**config.mk**
```make
export PLATFORM = sky130hd
export DESIGN_NAME = uart_tx_flat
export DESIGN_NICKNAME = d
export VERILOG_FILES = /design/src/rtl/uart_pkg.sv /design/src/rtl/uart_tx_if.sv /design/src/rtl/uart_bit_timer.sv /design/src/rtl/uart_tx.sv /design/src/flat_wrapper.sv
export SDC_FILE = /design/constraint.sdc
export NUM_CORES = 1
export LEC_CHECK = 0
export CAP_MARGIN = 20
export CORE_MARGIN = 4
export CORE_UTILIZATION = 35
export CTS_BUF_LIST = sky130_fd_sc_hd__clkbuf_4
export DETAILED_ROUTE_END_ITERATION = 10
export PLACE_DENSITY_LB_ADDON = 0.05
export SLEW_MARGIN = 20
export SYNTH_ARGS = -nofsm -noshare
export SYNTH_HDL_FRONTEND = slang
export SYNTH_HIERARCHICAL = 1
export SYNTH_SLANG_ARGS = --single-unit
```
**constraint.sdc**
```tcl
create_clock -name DSP_CLK -period 4.1 [get_ports DSP_CLK]
set_input_delay 0.41 -clock DSP_CLK [delete_from_list [all_inputs] [get_ports DSP_CLK]]
set_output_delay 0.41 -clock DSP_CLK [all_outputs]
set_load 0.01 [all_outputs]
```
**src/rtl/uart_pkg.sv**
```systemverilog
// -----------------------------------------------------------------------------
// uart_pkg
//   Shared definitions for the UART transmit, receive and register logic.
//   - tx_state_t      : transmit FSM state encoding
//   - PAR_* constants : line-control parity field encodings
//   - databits_to_n() : maps the 3-bit data-bits code to a bit count
// -----------------------------------------------------------------------------
package uart_pkg;

    typedef enum logic [2:0] {
        TX_IDLE   = 3'd0,
        TX_START  = 3'd1,
        TX_DATA   = 3'd2,
        TX_PARITY = 3'd3,
        TX_STOP   = 3'd4
    } tx_state_t;

    localparam logic [1:0] PAR_NONE = 2'b00;
    localparam logic [1:0] PAR_ODD  = 2'b01;
    localparam logic [1:0] PAR_EVEN = 2'b10;
    localparam logic [1:0] PAR_MARK = 2'b11;

    // Codes 1xx select 5..8 data bits; 0xx codes fall back to 8 bits.
    function automatic logic [3:0] databits_to_n(input logic [2:0] code);
        if (code[2]) begin
            return {2'b00, code[1:0]} + 4'd5;
        end
        return 4'd8;
    endfunction

endpackage

```
**src/rtl/uart_tx_if.sv**
```systemverilog
// -----------------------------------------------------------------------------
// uart_tx_if
//   Valid/ready byte handshake between the TX FIFO head and the transmitter.
//   Signals:
//     TxData  : byte at the FIFO head, LSB transmitted first
//     TxValid : FIFO non-empty
//     TxReady : pop strobe from the transmitter; transfer on TxValid & TxReady
//   Modports:
//     master : FIFO side (drives data/valid)
//     slave  : transmitter side (drives ready)
// -----------------------------------------------------------------------------
interface uart_tx_if #(
    parameter int DATA_W = 8
);
    logic [DATA_W-1:0] TxData;
    logic              TxValid;
    logic              TxReady;

    modport master (
        output TxData,
        output TxValid,
        input  TxReady
    );

    modport slave (
        input  TxData,
        input  TxValid,
        output TxReady
    );
endinterface

```
**src/rtl/uart_bit_timer.sv**
```systemverilog
// -----------------------------------------------------------------------------
// uart_bit_timer
//   Counts oversample ticks within one bit period and flags the tick that
//   closes the bit. The counter wraps to 0 on that tick, so consecutive bits
//   each last exactly OVERSAMPLE ticks. clear_i holds the counter at 0.
//   Ports:
//     clk_i     : system clock
//     rst_ni    : synchronous active-low reset
//     tick_i    : 1-cycle oversample tick
//     clear_i   : hold counter at zero (idle / abort)
//     bit_end_o : high on the tick that ends the current bit
//     count_o   : current tick count within the bit
// -----------------------------------------------------------------------------
module uart_bit_timer #(
    parameter int OVERSAMPLE = 16,
    localparam int CW = (OVERSAMPLE > 2) ? $clog2(OVERSAMPLE) : 1
) (
    input  logic          clk_i,
    input  logic          rst_ni,
    input  logic          tick_i,
    input  logic          clear_i,
    output logic          bit_end_o,
    output logic [CW-1:0] count_o
);

    localparam logic [CW-1:0] LAST = CW'(OVERSAMPLE - 1);

    logic [CW-1:0] cnt_q;
    logic [CW-1:0] cnt_d;
    logic          at_last;

    assign at_last   = (cnt_q == LAST);
    assign bit_end_o = tick_i & ~clear_i & at_last;
    assign count_o   = cnt_q;

    always_comb begin
        cnt_d = cnt_q;
        if (clear_i) begin
            cnt_d = '0;
        end else if (tick_i) begin
            cnt_d = at_last ? '0 : cnt_q + CW'(1);
        end
    end

    always_ff @(posedge clk_i) begin
        if (!rst_ni) begin
            cnt_q <= '0;
        end else begin
            cnt_q <= cnt_d;
        end
    end

endmodule

```
**src/rtl/uart_tx.sv**
```systemverilog
// -----------------------------------------------------------------------------
// uart_tx
//   UART transmit serializer. Pops bytes from the TX FIFO over a valid/ready
//   handshake, frames them (start, 5..8 data bits LSB first, optional parity,
//   1 or 2 stop bits) and drives TXD. Bit timing comes from an oversampled
//   baud tick.
//   Ports:
//     DSP_CLK    : system clock
//     RESETn     : synchronous active-low reset
//     BaudTick16 : oversample tick, OVERSAMPLE pulses per bit
//     UARTEn     : global enable; dropping it aborts the frame in progress
//     TxEn       : transmitter enable; dropping it blocks the next accept only
//     Parity     : 00 none, 01 odd, 10 even, 11 mark
//     StopBits   : 0 one stop bit, 1 two stop bits
//     DataBits   : data bits minus one (1xx), 0xx means 8
//     tx_if      : FIFO handshake (TxData, TxValid in; TxReady out)
//     TXD        : serial line, idle high
//     TxBusy     : frame in progress
//     TxDone     : 1-cycle pulse on the tick that ends the last stop bit
// -----------------------------------------------------------------------------
module uart_tx
    import uart_pkg::*;
#(
    parameter int OVERSAMPLE = 16,
    parameter int DATA_W     = 8
) (
    input  logic         DSP_CLK,
    input  logic         RESETn,
    input  logic         BaudTick16,
    input  logic         UARTEn,
    input  logic         TxEn,
    input  logic [1:0]   Parity,
    input  logic         StopBits,
    input  logic [2:0]   DataBits,
    uart_tx_if.slave     tx_if,
    output logic         TXD,
    output logic         TxBusy,
    output logic         TxDone
);

    localparam int CW = (OVERSAMPLE > 2) ? $clog2(OVERSAMPLE) : 1;

    tx_state_t         state_q,    state_d;
    logic [DATA_W-1:0] shift_q,    shift_d;
    logic [3:0]        bit_idx_q,  bit_idx_d;
    logic [3:0]        last_idx_q, last_idx_d;
    logic              par_en_q,   par_en_d;
    logic              par_bit_q,  par_bit_d;
    logic              stop2_q,    stop2_d;
    logic              stop_cnt_q, stop_cnt_d;

    logic              tx_ready;
    logic              accept;
    logic              tx_done;
    logic              txd;
    logic              timer_clear;
    logic              bit_end;
    logic [CW-1:0]     tick_count;

    logic [3:0]        accept_n;
    logic [DATA_W-1:0] data_mask;
    logic [DATA_W-1:0] data_masked;
    logic              accept_par;

    // Ticks only count while a frame is on the line; this also discards a
    // tick that lands on the accept cycle.
    assign timer_clear = (state_q == TX_IDLE) | ~UARTEn;

    uart_bit_timer #(
        .OVERSAMPLE (OVERSAMPLE)
    ) u_bit_timer (
        .clk_i     (DSP_CLK),
        .rst_ni    (RESETn),
        .tick_i    (BaudTick16),
        .clear_i   (timer_clear),
        .bit_end_o (bit_end),
        .count_o   (tick_count)
    );

    // Ready is held low during reset so nothing is popped in that cycle.
    assign tx_ready     = RESETn & UARTEn & TxEn & (state_q == TX_IDLE);
    assign accept       = tx_ready & tx_if.TxValid;
    assign tx_if.TxReady = tx_ready;

    // Parity covers only the active data bits, so mask the FIFO byte by the
    // selected width before reducing it.
    assign accept_n = databits_to_n(DataBits);

    for (genvar gi = 0; gi < DATA_W; gi++) begin : g_mask
        assign data_mask[gi] = (accept_n > 4'(gi));
    end

    assign data_masked = tx_if.TxData & data_mask;

    always_comb begin
        accept_par = 1'b1;
        case (Parity)
            PAR_ODD:  accept_par = ~^data_masked;
            PAR_EVEN: accept_par = ^data_masked;
            default:  accept_par = 1'b1;
        endcase
    end

    always_comb begin
        state_d    = state_q;
        shift_d    = shift_q;
        bit_idx_d  = bit_idx_q;
        last_idx_d = last_idx_q;
        par_en_d   = par_en_q;
        par_bit_d  = par_bit_q;
        stop2_d    = stop2_q;
        stop_cnt_d = stop_cnt_q;
        tx_done    = 1'b0;

        case (state_q)
            TX_IDLE: begin
                if (accept) begin
                    // Shadow the byte and line config for the whole frame.
                    shift_d    = tx_if.TxData;
                    last_idx_d = accept_n - 4'd1;
                    par_en_d   = (Parity != PAR_NONE);
                    par_bit_d  = accept_par;
                    stop2_d    = StopBits;
                    bit_idx_d  = 4'd0;
                    stop_cnt_d = 1'b0;
                    state_d    = TX_START;
                end
            end
            TX_START: begin
                if (bit_end) begin
                    bit_idx_d = 4'd0;
                    state_d   = TX_DATA;
                end
            end
            TX_DATA: begin
                if (bit_end) begin
                    if (bit_idx_q == last_idx_q) begin
                        stop_cnt_d = 1'b0;
                        state_d    = par_en_q ? TX_PARITY : TX_STOP;
                    end else begin
                        bit_idx_d = bit_idx_q + 4'd1;
                        shift_d   = shift_q >> 1;
                    end
                end
            end
            TX_PARITY: begin
                if (bit_end) begin
                    stop_cnt_d = 1'b0;
                    state_d    = TX_STOP;
                end
            end
            TX_STOP: begin
                if (bit_end) begin
                    if (stop2_q && !stop_cnt_q) begin
                        stop_cnt_d = 1'b1;
                    end else begin
                        tx_done = 1'b1;
                        state_d = TX_IDLE;
                    end
                end
            end
            default: begin
                state_d = TX_IDLE;
            end
        endcase

        // Global disable abandons the frame; the byte is dropped silently.
        if (!UARTEn) begin
            state_d    = TX_IDLE;
            bit_idx_d  = 4'd0;
            stop_cnt_d = 1'b0;
            tx_done    = 1'b0;
        end
    end

    always_ff @(posedge DSP_CLK) begin
        if (!RESETn) begin
            state_q    <= TX_IDLE;
            shift_q    <= '0;
            bit_idx_q  <= 4'd0;
            last_idx_q <= 4'd0;
            par_en_q   <= 1'b0;
            par_bit_q  <= 1'b0;
            stop2_q    <= 1'b0;
            stop_cnt_q <= 1'b0;
        end else begin
            state_q    <= state_d;
            shift_q    <= shift_d;
            bit_idx_q  <= bit_idx_d;
            last_idx_q <= last_idx_d;
            par_en_q   <= par_en_d;
            par_bit_q  <= par_bit_d;
            stop2_q    <= stop2_d;
            stop_cnt_q <= stop_cnt_d;
        end
    end

    // Line level follows the registered state, so TXD moves on the cycle
    // after each bit-ending tick.
    always_comb begin
        txd = 1'b1;
        case (state_q)
            TX_START:  txd = 1'b0;
            TX_DATA:   txd = shift_q[0];
            TX_PARITY: txd = par_bit_q;
            default:   txd = 1'b1;
        endcase
    end

    assign TXD    = txd;
    assign TxBusy = (state_q != TX_IDLE);
    assign TxDone = tx_done & RESETn;

    // The in-bit count is exported for debug visibility only.
    logic unused_ok;
    assign unused_ok = ^tick_count;

endmodule
```
**src/flat_wrapper.sv**
```systemverilog
// flat-port wrapper written by rule: the top's interface ports become plain ports
module uart_tx_flat import uart_pkg::*;
#(
    parameter int OVERSAMPLE = 16,
    parameter int DATA_W     = 8
)
  (DSP_CLK, RESETn, BaudTick16, UARTEn, TxEn, Parity, StopBits, DataBits, TXD, TxBusy, TxDone, tx_if_TxData, tx_if_TxValid, tx_if_TxReady);
  uart_tx_if #(.DATA_W(DATA_W)) tx_if_i ();
  input  logic DSP_CLK;
  input  logic RESETn;
  input  logic BaudTick16;
  input  logic UARTEn;
  input  logic TxEn;
  input  logic [1:0] Parity;
  input  logic StopBits;
  input  logic [2:0] DataBits;
  output logic TXD;
  output logic TxBusy;
  output logic TxDone;
  input wire logic [$bits(tx_if_i.TxData)-1:0] tx_if_TxData;
  input wire logic [$bits(tx_if_i.TxValid)-1:0] tx_if_TxValid;
  output wire logic [$bits(tx_if_i.TxReady)-1:0] tx_if_TxReady;
  assign tx_if_i.TxData = tx_if_TxData;
  assign tx_if_i.TxValid = tx_if_TxValid;
  assign tx_if_TxReady = tx_if_i.TxReady;
  uart_tx #(.OVERSAMPLE(OVERSAMPLE), .DATA_W(DATA_W)) u_core (.DSP_CLK(DSP_CLK), .RESETn(RESETn), .BaudTick16(BaudTick16), .UARTEn(UARTEn), .TxEn(TxEn), .Parity(Parity), .StopBits(StopBits), .DataBits(DataBits), .tx_if(tx_if_i), .TXD(TXD), .TxBusy(TxBusy), .TxDone(TxDone));
endmodule
```
==> flow_summary.html <==
<table>
<tr><th>Metric</th><th>Value</th></tr>
<tr><th colspan="2">Layout</th></tr>
<tr><td>Utilization after layout</td><td>between 40% and 50%</td></tr>
<tr><td>Fraction of final layout cells sized beyond drive strength 1</td><td>5.02%</td></tr>
<tr><td>Design Area, Final</td><td>around 0.002 mm²</td></tr>
<tr><td>Post-synthesis to final-layout area growth</td><td>15.6%</td></tr>
<tr><td>Inserted Diodes</td><td>0</td></tr>
<tr><td>Number of nets in the layout</td><td>between 200 and 250</td></tr>
<tr><th colspan="2">Synth</th></tr>
<tr><td>Mean instance size in the synthesized netlist</td><td>roughly 8.5 µm²</td></tr>
<tr><td>Most used standard cell by instance count after synthesis</td><td>sky130_fd_sc_hd__dfxtp_1</td></tr>
<tr><td>Cell Area, Synth</td><td>approximately 0.0017 mm²</td></tr>
<tr><td>Post-Syn Nets</td><td>about 230</td></tr>
<tr><td>Library cells used by synthesis</td><td>44</td></tr>
<tr><td>Post-synthesis register bit count</td><td>27</td></tr>
<tr><td>Share of synthesized area occupied by flip-flops and latches</td><td>31.5%</td></tr>
<tr><td>Library cell occupying the most area in the post-synthesis netlist</td><td>sky130_fd_sc_hd__dfxtp_1</td></tr>
<tr><td>Gate count of the mapped netlist</td><td>203</td></tr>
<tr><td>Commonest cells in the netlist</td><td>27 x sky130_fd_sc_hd__dfxtp_1, 23 x sky130_fd_sc_hd__nand2_1, 16 x sky130_fd_sc_hd__nor2_1</td></tr>
<tr><td>Most instantiated flip-flop cell in the synthesis netlist</td><td>sky130_fd_sc_hd__dfxtp_1</td></tr>
<tr><td>Area share of the largest cell type after synthesis</td><td>about a third</td></tr>
<tr><td>Top post-synthesis cells by area</td><td>sky130_fd_sc_hd__dfxtp_1 32%, sky130_fd_sc_hd__ha_1 6.6%, sky130_fd_sc_hd__o211a_1 5.8%, sky130_fd_sc_hd__nand2_1 5.0%, sky130_fd_sc_hd__mux2i_1 4.7%</td></tr>
<tr><td>Proportion of register bits with asynchronous set or reset after synthesis</td><td>0%</td></tr>
<tr><td>EDFF count, synth</td><td>0</td></tr>
<tr><td>Number of warning messages in the yosys log</td><td>6</td></tr>
<tr><th colspan="2">Die</th></tr>
<tr><td># rows</td><td>25</td></tr>
<tr><td>Total Die Area</td><td>between 0.006 and 0.007 mm²</td></tr>
<tr><td>Initial core utilization</td><td>36.3%</td></tr>
<tr><td>Vertical die dimension</td><td>between 70 and 80 µm</td></tr>
<tr><td>Horizontal extent of the die</td><td>~78 µm</td></tr>
<tr><td>Core outline area</td><td>roughly 0.0047 mm²</td></tr>
<tr><td>Ports placed on the boundary</td><td>24</td></tr>
<tr><th colspan="2">Timing</th></tr>
<tr><td>Largest clock skew in the final design</td><td>approximately 7.7 ps</td></tr>
<tr><td>Final period util</td><td>between 70% and 80%</td></tr>
<tr><td>F_max</td><td>about 310 MHz</td></tr>
<tr><td>Count of endpoints failing setup in the final report</td><td>0</td></tr>
<tr><td>Unrepaired setup endpoints after global routing</td><td>false</td></tr>
<tr><td>Slew at the pin closest to its max-slew limit</td><td>around 730 ps</td></tr>
<tr><td>Sum of negative setup slack</td><td>0 ps</td></tr>
<tr><td>Number of max-slew violations in the final report</td><td>0</td></tr>
<tr><td>Max_slew headroom</td><td>about 51%</td></tr>
<tr><td>Clock period minus worst slack</td><td>between 3000 and 4000 ps</td></tr>
<tr><td>Final count of hold timing violations</td><td>0</td></tr>
<tr><th colspan="2">Place</th></tr>
<tr><td>Post-detailed-placement cell area</td><td>~0.0020 mm²</td></tr>
<tr><td>Count of input and output buffers</td><td>23</td></tr>
<tr><td>Routability congestion estimate from global placement</td><td>0.784</td></tr>
<tr><td>HPWL after detailed placement</td><td>approximately 2800 µm</td></tr>
<tr><th colspan="2">Detailed routing</th></tr>
<tr><td>Drt wl/cell</td><td>12.6 µm</td></tr>
<tr><td>Total wire length</td><td>between 3000 and 4000 µm</td></tr>
<tr><td>Drt first pass iters</td><td>4</td></tr>
<tr><td>Mean number of vias per cell</td><td>5.03</td></tr>
<tr><td>Antenna Violating Nets Remaining</td><td>0</td></tr>
<tr><td>Routed via count</td><td>1,440</td></tr>
<tr><td>Post-route DRC violation count</td><td>0</td></tr>
<tr><td>Iter 0 DRT Violations</td><td>47</td></tr>
<tr><th colspan="2">CTS</th></tr>
<tr><td>Skew-Pair Late Insertion Delay</td><td>310 ps</td></tr>
<tr><td>Setup fix buffers added after clock tree synthesis</td><td>0</td></tr>
<tr><td>Clock Sink Count</td><td>27</td></tr>
<tr><td>Total CTS buffers</td><td>3</td></tr>
<tr><td>H-tree levels</td><td>1</td></tr>
<tr><td>Reg clk slew, reported paths</td><td>140 ps</td></tr>
<tr><td>Root buffer selected by CTS</td><td>sky130_fd_sc_hd__clkbuf_4</td></tr>
<tr><td>Resized cells post-CTS</td><td>0</td></tr>
<tr><td>Clock tree from TritonCTS</td><td>built</td></tr>
<tr><td>Hold_buf cts</td><td>0</td></tr>
<tr><td>Clock Tree Buf Depth</td><td>2</td></tr>
<tr><th colspan="2">Power and ir drop</th></tr>
<tr><td>Final total power</td><td>about 0.47 mW</td></tr>
<tr><td>Static leakage power</td><td>about 0.86 nW</td></tr>
<tr><td>Power per cell area</td><td>about 240 mW/mm²</td></tr>
<tr><td>Peak ir drop on the vdd network</td><td>0.116 mV</td></tr>
<tr><th colspan="2">Global routing</th></tr>
<tr><td>Maximum number of pins on one net before global-route repair</td><td>20</td></tr>
<tr><td>Grt total ovfl</td><td>0</td></tr>
<tr><td>Number of global-route vias before repair</td><td>around 1,300</td></tr>
<tr><td>First-pass GRT wire length</td><td>6040 µm</td></tr>
<tr><td>Global-route usage over all layers</td><td>between 10% and 20%</td></tr>
<tr><td>Initial antenna violation count</td><td>0</td></tr>
<tr><th colspan="2">Critical path</th></tr>
<tr><td>Register-to-register setup slack</td><td>1260 ps</td></tr>
<tr><td>Setup crit end kind</td><td>output port</td></tr>
<tr><td>Maximum fanout along the worst path</td><td>19</td></tr>
<tr><td>Type of origin of the critical path</td><td>flip-flop</td></tr>
<tr><td>Type of the worst setup path</td><td>flip-flop to output port</td></tr>
<tr><td>Endpoint arrival time on the critical path</td><td>2760 ps</td></tr>
<tr><td>Endpoint required time on the critical path</td><td>roughly 3700 ps</td></tr>
<tr><th colspan="2">Min path</th></tr>
<tr><td>Type of the worst min-delay path</td><td>flip-flop to flip-flop</td></tr>
<tr><th colspan="2">Job</th></tr>
<tr><td>Number of maximum-capacitance constraint violations</td><td>0</td></tr>
<tr><th colspan="2">Status</th></tr>
<tr><td>Outcome</td><td>finished clean</td></tr>
</table>
==> final timing paths <==
| check | from | depth (start not counted) | end |
|---|---|---|---|
| max reg2reg | u_core/state_q[1]$_SDFFE_PN0P_ | 9 | u_core/shift_q[6]$_SDFFE_PN0P_ |
| min | u_core/shift_q[4]$_SDFFE_PN0P_ | 1 | u_core/shift_q[4]$_SDFFE_PN0P_ |
| min reg2reg | u_core/shift_q[4]$_SDFFE_PN0P_ | 1 | u_core/shift_q[4]$_SDFFE_PN0P_ |
| max | u_core/state_q[1]$_SDFFE_PN0P_ | 6 | TxDone |
==> placed cells by master (no fill, tap or decap), types with 2 or more instances in the layout <==
cell | Yosys | layout
sky130_fd_sc_hd__o211a_1 | 10 | 10
sky130_fd_sc_hd__nand3_1 | 13 | 13
sky130_fd_sc_hd__and2_1 | 3 | 3
sky130_fd_sc_hd__nor2b_1 | 5 | 5
sky130_fd_sc_hd__nor2_1 | 16 | 16
sky130_fd_sc_hd__clkdlybuf4s50_1 | 0 | 23
sky130_fd_sc_hd__nor3b_1 | 2 | 2
sky130_fd_sc_hd__and4_1 | 2 | 2
sky130_fd_sc_hd__dfxtp_1 | 27 | 27
sky130_fd_sc_hd__nand2_1 | 23 | 23
sky130_fd_sc_hd__mux2i_1 | 8 | 8
sky130_fd_sc_hd__nand4_1 | 3 | 3
sky130_fd_sc_hd__clkbuf_4 | 0 | 4
sky130_fd_sc_hd__xor2_1 | 7 | 7
sky130_fd_sc_hd__nand2b_1 | 8 | 8
sky130_fd_sc_hd__o211ai_1 | 2 | 2
sky130_fd_sc_hd__inv_1 | 10 | 10
sky130_fd_sc_hd__a21oi_1 | 2 | 2
sky130_fd_sc_hd__a31oi_1 | 4 | 4
sky130_fd_sc_hd__nand3_2 | 2 | 2
sky130_fd_sc_hd__ha_1 | 9 | 9
sky130_fd_sc_hd__nor3_1 | 3 | 3
sky130_fd_sc_hd__xnor2_1 | 7 | 7
sky130_fd_sc_hd__o21ai_0 | 8 | 8
==> metrics by stage <==
| stage | hold WS (ps) | setup slack, ps | instances |
|---|---|---|---|
| after floorplan | 465 | 2050 | 203 |
| after global placement | 483 | 1060 | 282 |
| after detailed placement | 488 | 941 | 282 |
| after CTS | 522 | 888 | 286 |
| after global routing | 553 | 736 | 286 |
| final | 518 | 925 | 286 |
==> cell type report <==
type,instances,area [µm²]
fillers,479,2740
flip-flops and latches,27,541
clock buffers,4,30.0
inverters,10,37.5
repair buffers,23,230
multi-input cells,155,1060
well taps,67,83.8
==> cell families (layout without fill, tap and decap cells) <==
kind of cell / Yosys count / in the layout / synth area share [%]
compound gates: 37 / 37 / 16.8
xor+xnor: 14 / 14 / 7.15
fa+ha+maj: 9 / 9 / 6.56
buf+inv: 21 / 37 / 6.64
flops: 27 / 27 / 31.5
mux: 8 / 8 / 4.67
simple gates: 87 / 87 / 26.7
==> power breakdown <==
part / total, mW / switching (mW) / internal, mW
Combinational: 0.0835 / 0.0389 / 0.0446
Sequential: 0.270 / 0.00307 / 0.267
Clock: 0.115 / 0.0709 / 0.0446
Total: 0.469 / 0.113 / 0.356
==> registers in the layout, summed over array words and instances, names as in the netlist <==
name / flops
u_core/stop_cnt_q: 1
u_core/bit_idx_q: 4
u_core/par_en_q: 1
u_core/shift_q: 8
u_core/last_idx_q: 4
u_core/par_bit_q: 1
u_core/stop2_q: 1
u_core/u_bit_timer/count_o: 4
u_core/state_q: 3
==> worst max-delay path, stage by stage (launching register included) <==
cell	delay [ps]
sky130_fd_sc_hd__dfxtp_1	750
sky130_fd_sc_hd__inv_1	150
sky130_fd_sc_hd__nand2_1	250
sky130_fd_sc_hd__nand2_1	110
sky130_fd_sc_hd__nor2_1	390
sky130_fd_sc_hd__and4_1	270
sky130_fd_sc_hd__clkdlybuf4s50_1	540
==> routing by layer <==
metal  routed length [µm]  track usage (%)  vias to the layer above
li1                     -                -                      741
met1                 1750             16.5                      664
met2                 1640             19.3                       33
met3                  209             1.95                        2
met4                   17             2.10                        0
met5                    0                0                        -
Power figures use the tool's default switching activity.
